[config.mk]
export PLATFORM = sky130hd
export DESIGN_NAME = simmem_resp_bank
export DESIGN_NICKNAME = d
export VERILOG_FILES = /design/src/rtl/simmem_resp_bank.sv
export SDC_FILE = /design/constraint.sdc
export NUM_CORES = 2
export LEC_CHECK = 0
export BUFFER_PORTS_ARGS = -buffer_cell sky130_fd_sc_hd__buf_4
export CORE_UTILIZATION = 49
export CTS_BUF_LIST = sky130_fd_sc_hd__clkbuf_2 sky130_fd_sc_hd__clkbuf_4 sky130_fd_sc_hd__clkbuf_8
export DETAILED_ROUTE_END_ITERATION = 12
export PLACE_DENSITY_LB_ADDON = 0.08
export SYNTH_ARGS = -nofsm -noshare
export SYNTH_HDL_FRONTEND = slang
export SYNTH_SLANG_ARGS = --single-unit
[constraint.sdc]
create_clock -name clk_i -period 25 [get_ports clk_i]
set_input_delay 1.25 -clock clk_i [delete_from_list [all_inputs] [get_ports clk_i]]
set_output_delay 1.25 -clock clk_i [all_outputs]
set_load 0.03 [all_outputs]
[src/rtl/simmem_resp_bank.sv]
// -----------------------------------------------------------------------------
// simmem_resp_bank
//
// Response buffer that sits downstream of the simulated-memory releaser. It
// holds responses (read data or write responses) coming back from the real
// memory. A response is offered to the requester only once the releaser has
// raised the release enable for that response's AXI ID. Responses that share
// an ID leave in arrival order. Responses with different IDs may overtake
// each other.
//
// Each slot stores a rank: the number of older valid entries with the same ID.
// Only a rank-0 entry can be offered. This keeps per-ID order without
// searching by age at output time.
//
// Ports:
//   clk_i          clock
//   rst_i          synchronous, active-high reset
//   in_valid_i     incoming response valid
//   in_ready_o     bank can accept a response (registered state only)
//   in_data_i      incoming response, ID in bits [IDWidth-1:0]
//   release_en_i   per-ID release enable from the releaser
//   out_valid_o    released response valid
//   out_ready_i    requester ready
//   out_data_o     released response (0 when nothing is selected)
//   released_cnt_o count of output handshakes
//
// Optional feature:
//   SIMMEM_RESP_BANK_STATS_EN - when defined, released_cnt_o counts output
//   handshakes and saturates at 2**32-1. When undefined, released_cnt_o is
//   tied to 0.
// -----------------------------------------------------------------------------
module simmem_resp_bank #(
  parameter int DataWidth = 64,
  parameter int IDWidth   = 4,
  parameter int Capacity  = 16
) (
  input  logic                   clk_i,
  input  logic                   rst_i,
  input  logic                   in_valid_i,
  output logic                   in_ready_o,
  input  logic [DataWidth-1:0]   in_data_i,
  input  logic [2**IDWidth-1:0]  release_en_i,
  output logic                   out_valid_o,
  input  logic                   out_ready_i,
  output logic [DataWidth-1:0]   out_data_o,
  output logic [31:0]            released_cnt_o
);

  localparam int IdxW = (Capacity > 1) ? $clog2(Capacity) : 1;
  localparam int CntW = $clog2(Capacity + 1);

  typedef enum logic {
    IDLE,
    HOLD
  } state_e;

  function automatic logic [IDWidth-1:0] id_of(input logic [DataWidth-1:0] d);
    return d[IDWidth-1:0];
  endfunction

  // Slot storage
  logic [Capacity-1:0]  valid_q, valid_d;
  logic [DataWidth-1:0] data_q [Capacity];
  logic [IdxW-1:0]      rank_q [Capacity];
  logic [IdxW-1:0]      rank_d [Capacity];

  // Output FSM
  state_e          state_q, state_d;
  logic [IdxW-1:0] hold_idx_q, hold_idx_d;

  // Combinational helpers
  logic [CntW-1:0]  valid_cnt;
  logic [CntW-1:0]  same_id_cnt;
  logic             any_elig;
  logic [IdxW-1:0]  win_idx;
  logic             any_free;
  logic [IdxW-1:0]  free_idx;
  logic [IdxW-1:0]  sel_idx;
  logic [IDWidth-1:0] out_id;
  logic [IDWidth-1:0] in_id;
  logic             out_fire;
  logic             in_fire;
  logic [CntW-1:0]  new_rank;

  assign in_id = id_of(in_data_i);

  // Occupancy, same-ID count for the incoming response, winner and free slot.
  // NOTE: every variable written in an always_comb block gets a default first,
  //       so no path can leave it unassigned and infer a latch.
  always_comb begin
    valid_cnt   = '0;
    same_id_cnt = '0;
    any_elig    = 1'b0;
    win_idx     = '0;
    any_free    = 1'b0;
    free_idx    = '0;
    for (int i = 0; i < Capacity; i++) begin
      valid_cnt = valid_cnt + CntW'(valid_q[i]);
      if (valid_q[i] && (id_of(data_q[i]) == in_id)) begin
        same_id_cnt = same_id_cnt + CntW'(1);
      end
      // Lowest eligible index wins.
      if (!any_elig && valid_q[i] && (rank_q[i] == '0) &&
          release_en_i[id_of(data_q[i])]) begin
        any_elig = 1'b1;
        win_idx  = IdxW'(i);
      end
      // The slot search uses registered valid bits only, so a slot freed in
      // this cycle is never reused in the same cycle.
      if (!any_free && !valid_q[i]) begin
        any_free = 1'b1;
        free_idx = IdxW'(i);
      end
    end
  end

  // A full bank refuses input even when an output leaves in the same cycle.
  assign in_ready_o = (valid_cnt < CntW'(Capacity));
  assign in_fire    = in_valid_i && in_ready_o;

  // Output FSM: next state and outputs
  always_comb begin
    state_d     = state_q;
    hold_idx_d  = hold_idx_q;
    out_valid_o = 1'b0;
    sel_idx     = '0;
    unique case (state_q)
      IDLE: begin
        out_valid_o = any_elig;
        sel_idx     = win_idx;
        if (any_elig && !out_ready_i) begin
          // Freeze the offer so that data stays stable until it is accepted.
          state_d    = HOLD;
          hold_idx_d = win_idx;
        end
      end
      HOLD: begin
        out_valid_o = 1'b1;
        sel_idx     = hold_idx_q;
        if (out_ready_i) begin
          state_d = IDLE;
        end
      end
      default: state_d = IDLE;
    endcase
  end

  assign out_fire   = out_valid_o && out_ready_i;
  assign out_id     = id_of(data_q[sel_idx]);
  assign out_data_o = out_valid_o ? data_q[sel_idx] : '0;

  // Rank of the arriving entry. If a same-ID entry leaves in this cycle, that
  // entry is still counted above, so one is subtracted for it.
  assign new_rank = same_id_cnt - CntW'(out_fire && (out_id == in_id));

  // Slot next state
  always_comb begin
    valid_d = valid_q;
    rank_d  = rank_q;
    if (out_fire) begin
      valid_d[sel_idx] = 1'b0;
      for (int i = 0; i < Capacity; i++) begin
        if (valid_q[i] && (IdxW'(i) != sel_idx) &&
            (id_of(data_q[i]) == out_id) && (rank_q[i] != '0)) begin
          rank_d[i] = rank_q[i] - IdxW'(1);
        end
      end
    end
    if (in_fire) begin
      valid_d[free_idx] = 1'b1;
      rank_d[free_idx]  = IdxW'(new_rank);
    end
  end

  // NOTE: sequential state uses non-blocking assignments only, so every flop
  //       samples values from before the edge regardless of statement order.
  always_ff @(posedge clk_i) begin
    if (rst_i) begin
      valid_q    <= '0;
      state_q    <= IDLE;
      hold_idx_q <= '0;
      for (int i = 0; i < Capacity; i++) begin
        rank_q[i] <= '0;
      end
    end else begin
      valid_q    <= valid_d;
      state_q    <= state_d;
      hold_idx_q <= hold_idx_d;
      rank_q     <= rank_d;
    end
  end

  // NOTE: the data array has no reset. A slot's contents are only observed
  //       while its valid bit is set, and every valid bit is reset.
  always_ff @(posedge clk_i) begin
    if (in_fire) begin
      data_q[free_idx] <= in_data_i;
    end
  end

`ifdef SIMMEM_RESP_BANK_STATS_EN
  logic [31:0] released_cnt_q;

  always_ff @(posedge clk_i) begin
    if (rst_i) begin
      released_cnt_q <= '0;
    end else if (out_fire && (released_cnt_q != '1)) begin
      released_cnt_q <= released_cnt_q + 32'd1;
    end
  end

  assign released_cnt_o = released_cnt_q;
`else
  assign released_cnt_o = '0;
`endif

endmodule

==> results.json <==
{
  "layout_common_cells": "nand2_1 (1087), edfxtp_1 (1024), nand3_1 (525)",
  "r2r_slack_ns": 12.42,
  "synthArstFlopShare": 0,
  "min_path_type": "flip-flop to flip-flop",
  "min-delay-start": "rank_q[47]$_SDFF_PP0_",
  "synth_cell_types": 99,
  "clockBufferDepth": 3,
  "die_w_um": 331.6,
  "start_util": 0.4958,
  "fp.dieArea_um2": 109900,
  "crit_top_cell": "ha_1",
  "worstHoldPathCells": 2,
  "grt_overflow": 0,
  "rr_startpoint": "data_q[0][2]$_DFFE_PP_",
  "die_h_um": 331.6,
  "p_per_area_nw_per_um2": 70.72,
  "crit_path_start_kind": "primary input",
  "switching_share": 0.2704,
  "pwr-share-clk": 0.373,
  "seqPwrFrac": 0.495,
  "fin_crit_ns": 12.81,
  "p_leak_nw": 21.08,
  "synth-seq-cells": 1109,
  "drv_cap": 0,
  "dr.first_iter.drc_count": 3918,
  "cpMaxStageDelayCell": "xnor2_1",
  "syn_area_um2": 53230,
  "rr_worst_depth": 50,
  "postCtsSetupRepairBufs": 0,
  "synth_cells": 4740,
  "endpoint_kind": "flip-flop",
  "hpwl_um": 89280,
  "vias": 38120,
  "power.total_mw": 4.153,
  "final_common_cell": "nand2_1",
  "nFillCells": 9281,
  "setup_viol": 0,
  "cts_hold_buf": 0,
  "io_buffer_count": 149,
  "antenna_found_initial": 9,
  "final_core_util": 0.5470,
  "grt_max_degree": 203,
  "slew_headroom": 0.1287,
  "power.internal_mw": 3.030,
  "vias_per_cell": 6.011,
  "report.final.slew_viol_count": 0,
  "core_area_um2": 107400,
  "yosys_warnings": 0,
  "grt_pass1_vias": 36010,
  "min_to": "rank_q[47]$_SDFF_PP0_",
  "final_cells": 6341,
  "syn_area_per_cell_um2": 11.23,
  "arrival_ns": 13.59,
  "cts_tree": "done",
  "p_switching_mw": 1.123,
  "seq_area_frac_synth": 0.6097,
  "path_clk_slew_ns": 0.06,
  "tightest_slew_ns": 1.289,
  "wl_um": 162300,
  "firstDrtPassIters": 6,
  "slowest_delay_ns": 0.67,
  "grt_pass1_wl_um": 238500,
  "rows": 120,
  "cts_buffers": 185,
  "fmax_ghz": 0.07809,
  "htreeDepth": 4,
  "synth_ff_type": "edfxtp_1",
  "r2r_end": "rank_q[55]$_SDFF_PP0_",
  "io_pins": 182,
  "ctsResizeCount": 0,
  "synth-edff-count": 1024,
  "skew_ns": 0.03905,
  "crit_required_ns": 25.78,
  "outcome": "completed",
  "peakVddDrop_mv": 0.04924,
  "combPwrFrac": 0.132,
  "period_share": 0.5122,
  "tns_ns": 0,
  "ant_nets": 0,
  "gp_congestion": 0.9716,
  "fin_nets": 4947,
  "cts.sinks": 1109,
  "hold_viol": 0,
  "criticalPathCategory": "primary input to flip-flop",
  "drc": 0,
  "dp.cells": 6015,
  "clk_latency_ns": 0.88,
  "area_delta_synth_final_pct": 10.32,
  "dpl-instance-area_um2": 55220,
  "cts_root_buffer": "clkbuf_8",
  "design_area_um2": 58720,
  "layout-drive-gt1-share": 0.1386,
  "rsz0062_at_grt": "false",
  "wire_per_inst_um": 25.59,
  "track_usage": 0.2915,
  "critical_path.max_fanout": 33
}
-- logic make-up after synthesis --
kind of cell | share of synthesized area
compound gates | 0.07703
fa+ha+maj | 0.01631
buf+inv | 0.03721
mux | 0.04038
simple gates | 0.1894
xor+xnor | 0.02992
other cells | 0.00007045
flops | 0.6097
-- metal layers --
metal | vias up | part of all wire | routed length (um) | GRT usage
met5 | - | 0.00057 | 93 | 0
li1 | 17340 | - | - | -
met2 | 1595 | 0.45 | 72990 | 0.4421
met3 | 291 | 0.085 | 13810 | 0.06139
met4 | 14 | 0.027 | 4398 | 0.09817
met1 | 18880 | 0.44 | 70990 | 0.4169
-- flip-flops by register name, summed over array words and instances, names as in the netlist --
register    count
hold_idx_q      4
rank_q         64
state_q         1
valid_q        16
data_q       1024
-- synth_stat cells, types with 10 or more instances --
library cell  number  area share
ha_1              55       0.013
o2111ai_1         12      0.0020
a31oi_1           15      0.0018
mux2i_1           91       0.017
and3_1            28      0.0033
nor3b_1           13      0.0018
clkbuf_1         268       0.019
nor4_1            73      0.0086
o41ai_1           18      0.0030
nor4b_1           35      0.0058
and2_1            16      0.0019
buf_1             41      0.0029
or4_1             30      0.0042
nand3_1          525       0.049
or3_1             26      0.0031
o31a_1            10      0.0016
dfxtp_1           85       0.032
nand3b_1          10      0.0014
xnor2_1          124       0.020
o21a_1            13      0.0018
o211a_1           17      0.0032
nor3_1            51      0.0048
nor2b_1           11      0.0013
a21oi_1          320       0.030
buf_4             42      0.0059
xor2_1            37      0.0061
nand2b_1          15      0.0018
nor2_1            94      0.0066
o211ai_1          34      0.0048
a211o_1           12      0.0020
edfxtp_1        1024        0.58
or2_2             65      0.0076
inv_1             94      0.0066
buf_2             17      0.0016
mux2_2            24      0.0051
mux4_2            43       0.018
o21ai_0           48      0.0045
nand2_1         1087       0.077
nand4_1           14      0.0016
-- worst max path at each step --
stage | startpoint | to | slack, ns
2_1_floorplan | in_data_i[2] | rank_q[47]$_SDFF_PP0_ | 13.01
3_3_place_gp | in_data_i[2] | rank_q[35]$_SDFF_PP0_ | 11.76
3_5_place_dp | in_data_i[3] | rank_q[59]$_SDFF_PP0_ | 11.45
4_1_cts | in_data_i[2] | rank_q[43]$_SDFF_PP0_ | 12.39
5_1_grt | in_data_i[2] | rank_q[51]$_SDFF_PP0_ | 11.61
6_report | in_data_i[2] | rank_q[55]$_SDFF_PP0_ | 12.19
-- power groups by stage --
| stage | Sequential, mW | Clock [mW] | Combinational [mW] |
|---|---|---|---|
| 6_report | 2.06 | 1.55 | 0.547 |
| 4_1_cts | 2.06 | 1.58 | 0.544 |
| 5_1_grt | 2.06 | 1.65 | 0.590 |
| 2_1_floorplan | 2.09 | 0 | 0.357 |
| 3_5_place_dp | 2.09 | 0 | 0.543 |
| 3_3_place_gp | 2.09 | 0 | 0.540 |
-- stage by stage --
stage	hold slack (ns)	setup WS, ns
2_1_floorplan	0.4890	13.01
3_3_place_gp	0.5436	11.76
3_5_place_dp	0.5566	11.45
4_1_cts	0.4973	12.39
5_1_grt	0.5598	11.61
6_report	0.5601	12.19
-- cell type report --
| type | instances | area [um^2] | area share |
|---|---|---|---|
| Antenna cell | 3 | 7.507 | 0.0001278 |
| Clock buffer | 257 | 3112 | 0.05299 |
| Clock inverter | 66 | 382.9 | 0.006520 |
| Inverter | 103 | 406.6 | 0.006925 |
| Multi-Input combinational cell | 3188 | 18990 | 0.3234 |
| Sequential cell | 1109 | 32450 | 0.5526 |
| Tap cell | 1403 | 1755 | 0.02989 |
| Timing Repair Buffer | 212 | 1617 | 0.02753 |
-- worst max-delay path, delay by kind of cell --
family          cells  cell delay (ns)
simple gates       11             2.41
compound gates     13             2.81
xor+xnor            4             1.05
mux                 6             1.46
fa+ha+maj          13             3.83
buf+inv             4             0.73
No activity file was read; power rests on OpenSTA's default activity.
